`src/rtl/math_pkg.sv`:
```
// Small math helpers shared by the stream router files.
package math_pkg;

  // Ceiling log2 of v; returns 0 for v <= 1.
  function automatic int log2(input int v);
    int r;
    r = 0;
    for (int i = 0; i < 31; i++) begin
      if ((1 << i) < v) r = i + 1;
    end
    return r;
  endfunction

endpackage

```
`src/rtl/stream_router_pkg.sv`:
```
// Shared types and constants for the stream router.
// The DROP state is only reachable when STREAM_ROUTER_DROP_EN is defined.
package stream_router_pkg;

  typedef enum logic [1:0] {
    ST_IDLE = 2'd0,
    ST_PKT  = 2'd1,
    ST_DROP = 2'd2
  } router_state_t;

  localparam int DROP_CNT_W = 16;

endpackage

```
`src/rtl/stream_router_fifo.sv`:
```
// Per-channel FIFO holding {last,data} entries.
// Pointers carry one extra wrap bit so full and empty are distinguishable.
// Read data is forced to zero while empty so idle channels present o_data=0.
module stream_router_fifo #(
  parameter int WIDTH = 33,
  parameter int DEPTH = 4
) (
  input  logic             i_clk,
  input  logic             i_rst_n,
  input  logic             i_push,
  input  logic [WIDTH-1:0] i_wdata,
  input  logic             i_pop,
  output logic [WIDTH-1:0] o_rdata,
  output logic             o_full,
  output logic             o_empty
);

  localparam int AW = $clog2(DEPTH);
  localparam int PW = AW + 1;

  logic [PW-1:0]    wr_ptr_q, wr_ptr_d;
  logic [PW-1:0]    rd_ptr_q, rd_ptr_d;
  logic [WIDTH-1:0] mem_q [DEPTH];
  logic [WIDTH-1:0] mem_d [DEPTH];
  logic [PW-1:0]    count;
  logic             do_push;
  logic             do_pop;

  assign count   = wr_ptr_q - rd_ptr_q;
  assign o_full  = (count == PW'(DEPTH));
  assign o_empty = (wr_ptr_q == rd_ptr_q);
  assign do_push = i_push & ~o_full;
  assign do_pop  = i_pop & ~o_empty;
  assign o_rdata = o_empty ? '0 : mem_q[rd_ptr_q[AW-1:0]];

  // Next pointer and storage values for push and pop.
  always_comb begin
    mem_d    = mem_q;
    wr_ptr_d = wr_ptr_q;
    rd_ptr_d = rd_ptr_q;
    if (do_push) begin
      mem_d[wr_ptr_q[AW-1:0]] = i_wdata;
      wr_ptr_d                = wr_ptr_q + PW'(1);
    end
    if (do_pop) begin
      rd_ptr_d = rd_ptr_q + PW'(1);
    end
  end

  // Pointer and storage registers; reset empties the FIFO.
  always_ff @(posedge i_clk) begin
    if (!i_rst_n) begin
      wr_ptr_q <= '0;
      rd_ptr_q <= '0;
      for (int i = 0; i < DEPTH; i++) mem_q[i] <= '0;
    end else begin
      wr_ptr_q <= wr_ptr_d;
      rd_ptr_q <= rd_ptr_d;
      mem_q    <= mem_d;
    end
  end

endmodule

```
`src/rtl/stream_router.sv`:
```
// Packet-aware 1-to-N stream router with per-channel output FIFOs.
// The channel is chosen on the first beat of a packet and held until i_last.
// Optional feature macro: STREAM_ROUTER_DROP_EN (discard packets whose
// select is out of range and count them on o_drop_cnt).
//
// Handshake: a beat transfers on a rising edge where valid and ready are both
// high; valid must not depend on ready, and o_ready never depends on i_ready.
module stream_router
  import math_pkg::*;
  import stream_router_pkg::*;
#(
  parameter  int DATA_WIDTH = 32,
  parameter  int N_CHS      = 8,
  parameter  int FIFO_DEPTH = 4,
  localparam int SEL_W      = log2(N_CHS)
) (
  input  logic                        i_clk,
  input  logic                        i_rst_n,
  input  logic [DATA_WIDTH-1:0]       i_data,
  input  logic                        i_last,
  input  logic                        i_valid,
  output logic                        o_ready,
  input  logic [SEL_W-1:0]            i_dev_sel,
  output logic [DATA_WIDTH*N_CHS-1:0] o_data,
  output logic [N_CHS-1:0]            o_last,
  output logic [N_CHS-1:0]            o_valid,
  input  logic [N_CHS-1:0]            i_ready,
`ifdef STREAM_ROUTER_DROP_EN
  output logic [DROP_CNT_W-1:0]       o_drop_cnt,
`endif
  output router_state_t               o_dbg_state,
  output logic                        o_busy
);

  router_state_t    state_q, state_d;
  logic [SEL_W-1:0] ch_q, ch_d;
  logic [SEL_W-1:0] target;
  logic             tgt_ok;
  logic             rdy;
  logic             accept;
  logic             push_en;
  logic [SEL_W-1:0] push_ch;
  logic [N_CHS-1:0] full;
  logic [N_CHS-1:0] empty;

`ifdef STREAM_ROUTER_DROP_EN
  logic [DROP_CNT_W-1:0] drop_cnt_q, drop_cnt_d;
  assign o_drop_cnt = drop_cnt_q;
`endif

  assign o_busy      = (state_q != ST_IDLE);
  assign o_dbg_state = state_q;
  assign o_ready     = i_rst_n & rdy;
  assign accept      = i_valid & o_ready;

  // Target selection, input readiness and packet-lock next state.
  always_comb begin
    state_d = state_q;
    ch_d    = ch_q;
    push_en = 1'b0;
    push_ch = ch_q;
    rdy     = 1'b0;
`ifdef STREAM_ROUTER_DROP_EN
    drop_cnt_d = drop_cnt_q;
`endif
    target = (state_q == ST_PKT) ? ch_q : i_dev_sel;
    tgt_ok = ({1'b0, target} < (SEL_W + 1)'(N_CHS));

    case (state_q)
      ST_IDLE: begin
        if (tgt_ok) begin
          rdy = ~full[target];
        end else begin
`ifdef STREAM_ROUTER_DROP_EN
          rdy = 1'b1;
`else
          rdy = 1'b0;
`endif
        end
        if (i_valid && i_rst_n && rdy) begin
          if (tgt_ok) begin
            ch_d    = i_dev_sel;
            push_en = 1'b1;
            push_ch = i_dev_sel;
            if (!i_last) state_d = ST_PKT;
          end else begin
`ifdef STREAM_ROUTER_DROP_EN
            if (drop_cnt_q != '1) drop_cnt_d = drop_cnt_q + DROP_CNT_W'(1);
            if (!i_last) state_d = ST_DROP;
`endif
          end
        end
      end
      ST_PKT: begin
        rdy = ~full[ch_q];
        if (i_valid && i_rst_n && rdy) begin
          push_en = 1'b1;
          push_ch = ch_q;
          if (i_last) state_d = ST_IDLE;
        end
      end
`ifdef STREAM_ROUTER_DROP_EN
      ST_DROP: begin
        rdy = 1'b1;
        if (i_valid && i_rst_n && i_last) state_d = ST_IDLE;
      end
`endif
      default: begin
        state_d = ST_IDLE;
      end
    endcase
  end

  // FSM and latched channel registers.
  always_ff @(posedge i_clk) begin
    if (!i_rst_n) begin
      state_q <= ST_IDLE;
      ch_q    <= '0;
    end else begin
      state_q <= state_d;
      ch_q    <= ch_d;
    end
  end

`ifdef STREAM_ROUTER_DROP_EN
  // Dropped-packet counter, saturating.
  always_ff @(posedge i_clk) begin
    if (!i_rst_n) drop_cnt_q <= '0;
    else          drop_cnt_q <= drop_cnt_d;
  end
`endif

  for (genvar k = 0; k < N_CHS; k++) begin : g_ch
    logic [DATA_WIDTH:0] rdata;
    logic                push;

    assign push = push_en & (push_ch == SEL_W'(k));

    stream_router_fifo #(
      .WIDTH (DATA_WIDTH + 1),
      .DEPTH (FIFO_DEPTH)
    ) u_fifo (
      .i_clk   (i_clk),
      .i_rst_n (i_rst_n),
      .i_push  (push),
      .i_wdata ({i_last, i_data}),
      .i_pop   (i_ready[k]),
      .o_rdata (rdata),
      .o_full  (full[k]),
      .o_empty (empty[k])
    );

    assign o_valid[k]                             = ~empty[k];
    assign o_last[k]                              = rdata[DATA_WIDTH];
    assign o_data[DATA_WIDTH*(k+1)-1 -: DATA_WIDTH] = rdata[DATA_WIDTH-1:0];
  end

  // accept is kept for readability of the handshake; it mirrors the push path.
  logic unused_accept;
  assign unused_accept = accept;

endmodule

```
`config.mk`:
```
export PLATFORM = sky130hd
export DESIGN_NAME = stream_router
export DESIGN_NICKNAME = d
export VERILOG_FILES = /design/src/rtl/math_pkg.sv /design/src/rtl/stream_router_pkg.sv /design/src/rtl/stream_router_fifo.sv /design/src/rtl/stream_router.sv
export SDC_FILE = /design/constraint.sdc
export NUM_CORES = 2
export LEC_CHECK = 0
export CORE_MARGIN = 1.5
export CORE_UTILIZATION = 25
export CTS_BUF_LIST = sky130_fd_sc_hd__clkbuf_4
export DETAILED_ROUTE_END_ITERATION = 7
export DONT_BUFFER_PORTS = 1
export PLACE_DENSITY = 0.42
export SYNTH_ARGS = -nofsm -noshare
export SYNTH_HDL_FRONTEND = slang
export SYNTH_SLANG_ARGS = --single-unit
```
`constraint.sdc`:
```
create_clock -name i_clk -period 7.6 [get_ports i_clk]
set_clock_uncertainty 0.2 [all_clocks]
set_input_delay 1.9 -clock i_clk [delete_from_list [all_inputs] [get_ports i_clk]]
set_output_delay 1.9 -clock i_clk [all_outputs]
set_load 0.05 [all_outputs]
```
==> impl_metrics.yaml <==
sta:
  setup_ws_ns: 0.960
  fin_crit_ns: 6.64
  tightest_slew_ns: 1.72
  post-route-period-util_pct: 87.4
  hold_viol_final: 0
  setup_violations: 0
  rsz0062_at_grt: "no"
  slew_viol_final: 208
  fmax_ghz: 0.151
  slew_headroom_pct: -14.8
  setup_tns_ns: 0
  hold_slack_ns: 0.252
placement:
  dp_slack_ns: 1.84
  port_buffers: 0
  dp.cells: 6817
  routabilityCongestion: 0.715
  place_area_um2: 51200
  dp_hpwl_um: 96400
clock_network:
  numCtsBuffers: 340
  cts.repair.resized: 0
  post_cts_buffers: 0
  clock_sinks: 1108
  cts_tree: "built"
  htreeDepth: 5
  cts_hold_buf: 0
  ctsRootBufferMaster: "clkbuf_4"
  clock_path_buffers: 4
  clkLatencyLatePin_ns: 1.36
  path_clk_slew_ns: 0.07
power_and_ir_drop:
  cellPowerDensity_nw_per_um2: 220
  total_power_mw: 12.2
  peakVddDrop_mv: 0.126
  p_leak_nw: 22.2
min_path:
  holdPathStages: 2
  hold_path_class: "flip-flop to flip-flop"
die:
  dieArea_um2: 200000
  core_area_um2: 196000
  fp.dieW_um: 447
  fp.dieH_um: 447
  ios: 323
  num_rows: 162
  initial_core_util_pct: 25.2
logic_synthesis:
  synth_top_cell_area_share_pct: 44.9
  synth_area_leader_cell: "dfxtp_1"
  yosys_warnings: 0
  synth_ff_type: "dfxtp_1"
  yosysMostFrequentCell: "nand2_1"
  syn-cell-area_um2: 49400
  ys_async_sr_fraction_pct: 0
  yosys-top-cells-count: "1126 x nand2_1, 1108 x dfxtp_1, 1093 x mux2i_1, 289 x clkbuf_1, 281 x and2_1"
  netlist_top_cells_area: "dfxtp_1 45%, mux2i_1 22%, mux4_2 12%"
  synth_edf_count: 0
  syn_inst: 4550
  ys_types: 35
  synth_fp_nets: 4653
  synth.avg_cell_area_um2: 10.8
  ys_ff_latch: 1108
  ys_seq_area_share_pct: 44.9
worst_setup_path:
  end_kind: "primary output"
  crit_cells: 4
  cp_top_family: "simple AND/OR/NAND/NOR gates"
  cp-startpoint: "g_ch[7].u_fifo.rd_ptr_q[1]"
  worstSetupEndpoint: "o_data[251]"
  cp_slowest_cell: "dfxtp_2"
  rr_worst_depth: 13
  max_stage_delay_ns: 1.05
  cp.required_ns: 5.50
  path_buf_inv: 1
  start_kind: "flip-flop"
  crit_chain: "inv_1, ha_1, nand3_2, and2_1"
  r2r_start: "g_ch[6].u_fifo.rd_ptr_q[1]"
  regToRegSetupSlack_ns: 2.38
  worst_r2r_endpoint: "g_ch[6].u_fifo.mem_q[34]"
  cp.arrival_ns: 4.54
  critPathKind: "flip-flop to primary output"
  crit_fanout: 36
global_routing:
  grt_pass1_vias: 33733
  grt-ovfl-total: 0
  antenna_found_initial: 17
  grt_usage_pct: 16.1
  grt_pass1_wl_um: 236000
  grt_max_degree: 1145
finish:
  fin_nets: 4642
  stdcell_area_um2: 55200
  syn_to_final_growth_pct: 11.9
  finalNonFillerCells: 7386
  drive_gt1_share_pct: 19.8
  post-route-util_pct: 28.2
status:
  status: "finished, violations left"
  violations: "max-slew violations"
drt:
  dr.first_iter.drc_count: 1818
  routed-via-count: 33116
  drt-pass1-iter-count: 5
  wirelength_um: 164000
  drc: 0
  viasPerCell: 4.48
  antenna_left: 0
  wl_per_cell_um: 22.2
flow_run:
  drv_cap: 0
==> tightest hold or removal path, cell delays in order (launching register included) <==
cell	delay, ns
dfxtp_1	0.30
nand2_1	0.05
mux2i_1	0.05
==> sequential cells by signal, indices dropped and copies added, names as in the netlist <==
signal,flops
ch_q,3
g_ch.u_fifo.mem_q,1056
g_ch.u_fifo.rd_ptr_q,24
g_ch.u_fifo.wr_ptr_q,24
o_dbg_state,1
==> cell usage in the layout (no fill, tap or decap), types with 22 or more instances in the layout <==
cell,n
dfxtp_1,1092
inv_1,33
and2_1,281
nand2_1,1093
nand2_2,33
xnor2_1,32
mux2i_1,1093
mux4_2,264
nand3_1,22
ha_1,56
buf_4,80
clkinv_1,53
clkbuf_4,484
==> cell type report <==
type	count	area, um^2
fill	20375	140000
multi-input combinational	2972	25000
sequential	1108	22200
clock buffer	484	3630
tap	2624	3280
timing repair buffer	84	711
clock inverter	65	259
inverter	33	124
antenna	16	40.0
==> layer usage <==
layer	wire, um	global-route usage (%)
met5	27	0
met4	6820	7.42
met3	7420	3.56
met2	77400	26.3
met1	72700	20.2
==> how the worst min path moves through the flow <==
| stage | startpoint | endpoint | slack [ns] |
|---|---|---|---|
| after global placement | g_ch[4].u_fifo.mem_q[76] | g_ch[4].u_fifo.mem_q[76] | 0.24 |
| final | g_ch[7].u_fifo.mem_q[49] | g_ch[7].u_fifo.mem_q[49] | 0.25 |
| after floorplan | g_ch[4].u_fifo.mem_q[33] | g_ch[4].u_fifo.mem_q[33] | 0.23 |
| after global routing | g_ch[4].u_fifo.mem_q[97] | g_ch[4].u_fifo.mem_q[97] | 0.27 |
| after detailed placement | g_ch[5].u_fifo.mem_q[125] | g_ch[5].u_fifo.mem_q[125] | 0.24 |
| after CTS | g_ch[7].u_fifo.mem_q[49] | g_ch[7].u_fifo.mem_q[49] | 0.25 |
==> where the power goes <==
part,internal [mW],switching (mW)
sequential,5.84,0.0187
clock,2.89,2.67
combinational,0.184,0.560
total,8.91,3.25
==> cells by family after synthesis <==
kind of cell             Yosys count  synth area share (%)
AND/OR/NAND/NOR                 1507                  13.5
multiplexers                    1364                  34.4
flip-flops                      1108                  44.9
buffers and inverters            470                  4.89
adder cells (fa/ha/maj)           56                  1.42
XOR/XNOR                          32                 0.568
AO/OA/AOI/OAI                     12                 0.251
other                              1               0.00760
No activity file was read; power rests on OpenSTA's default activity.
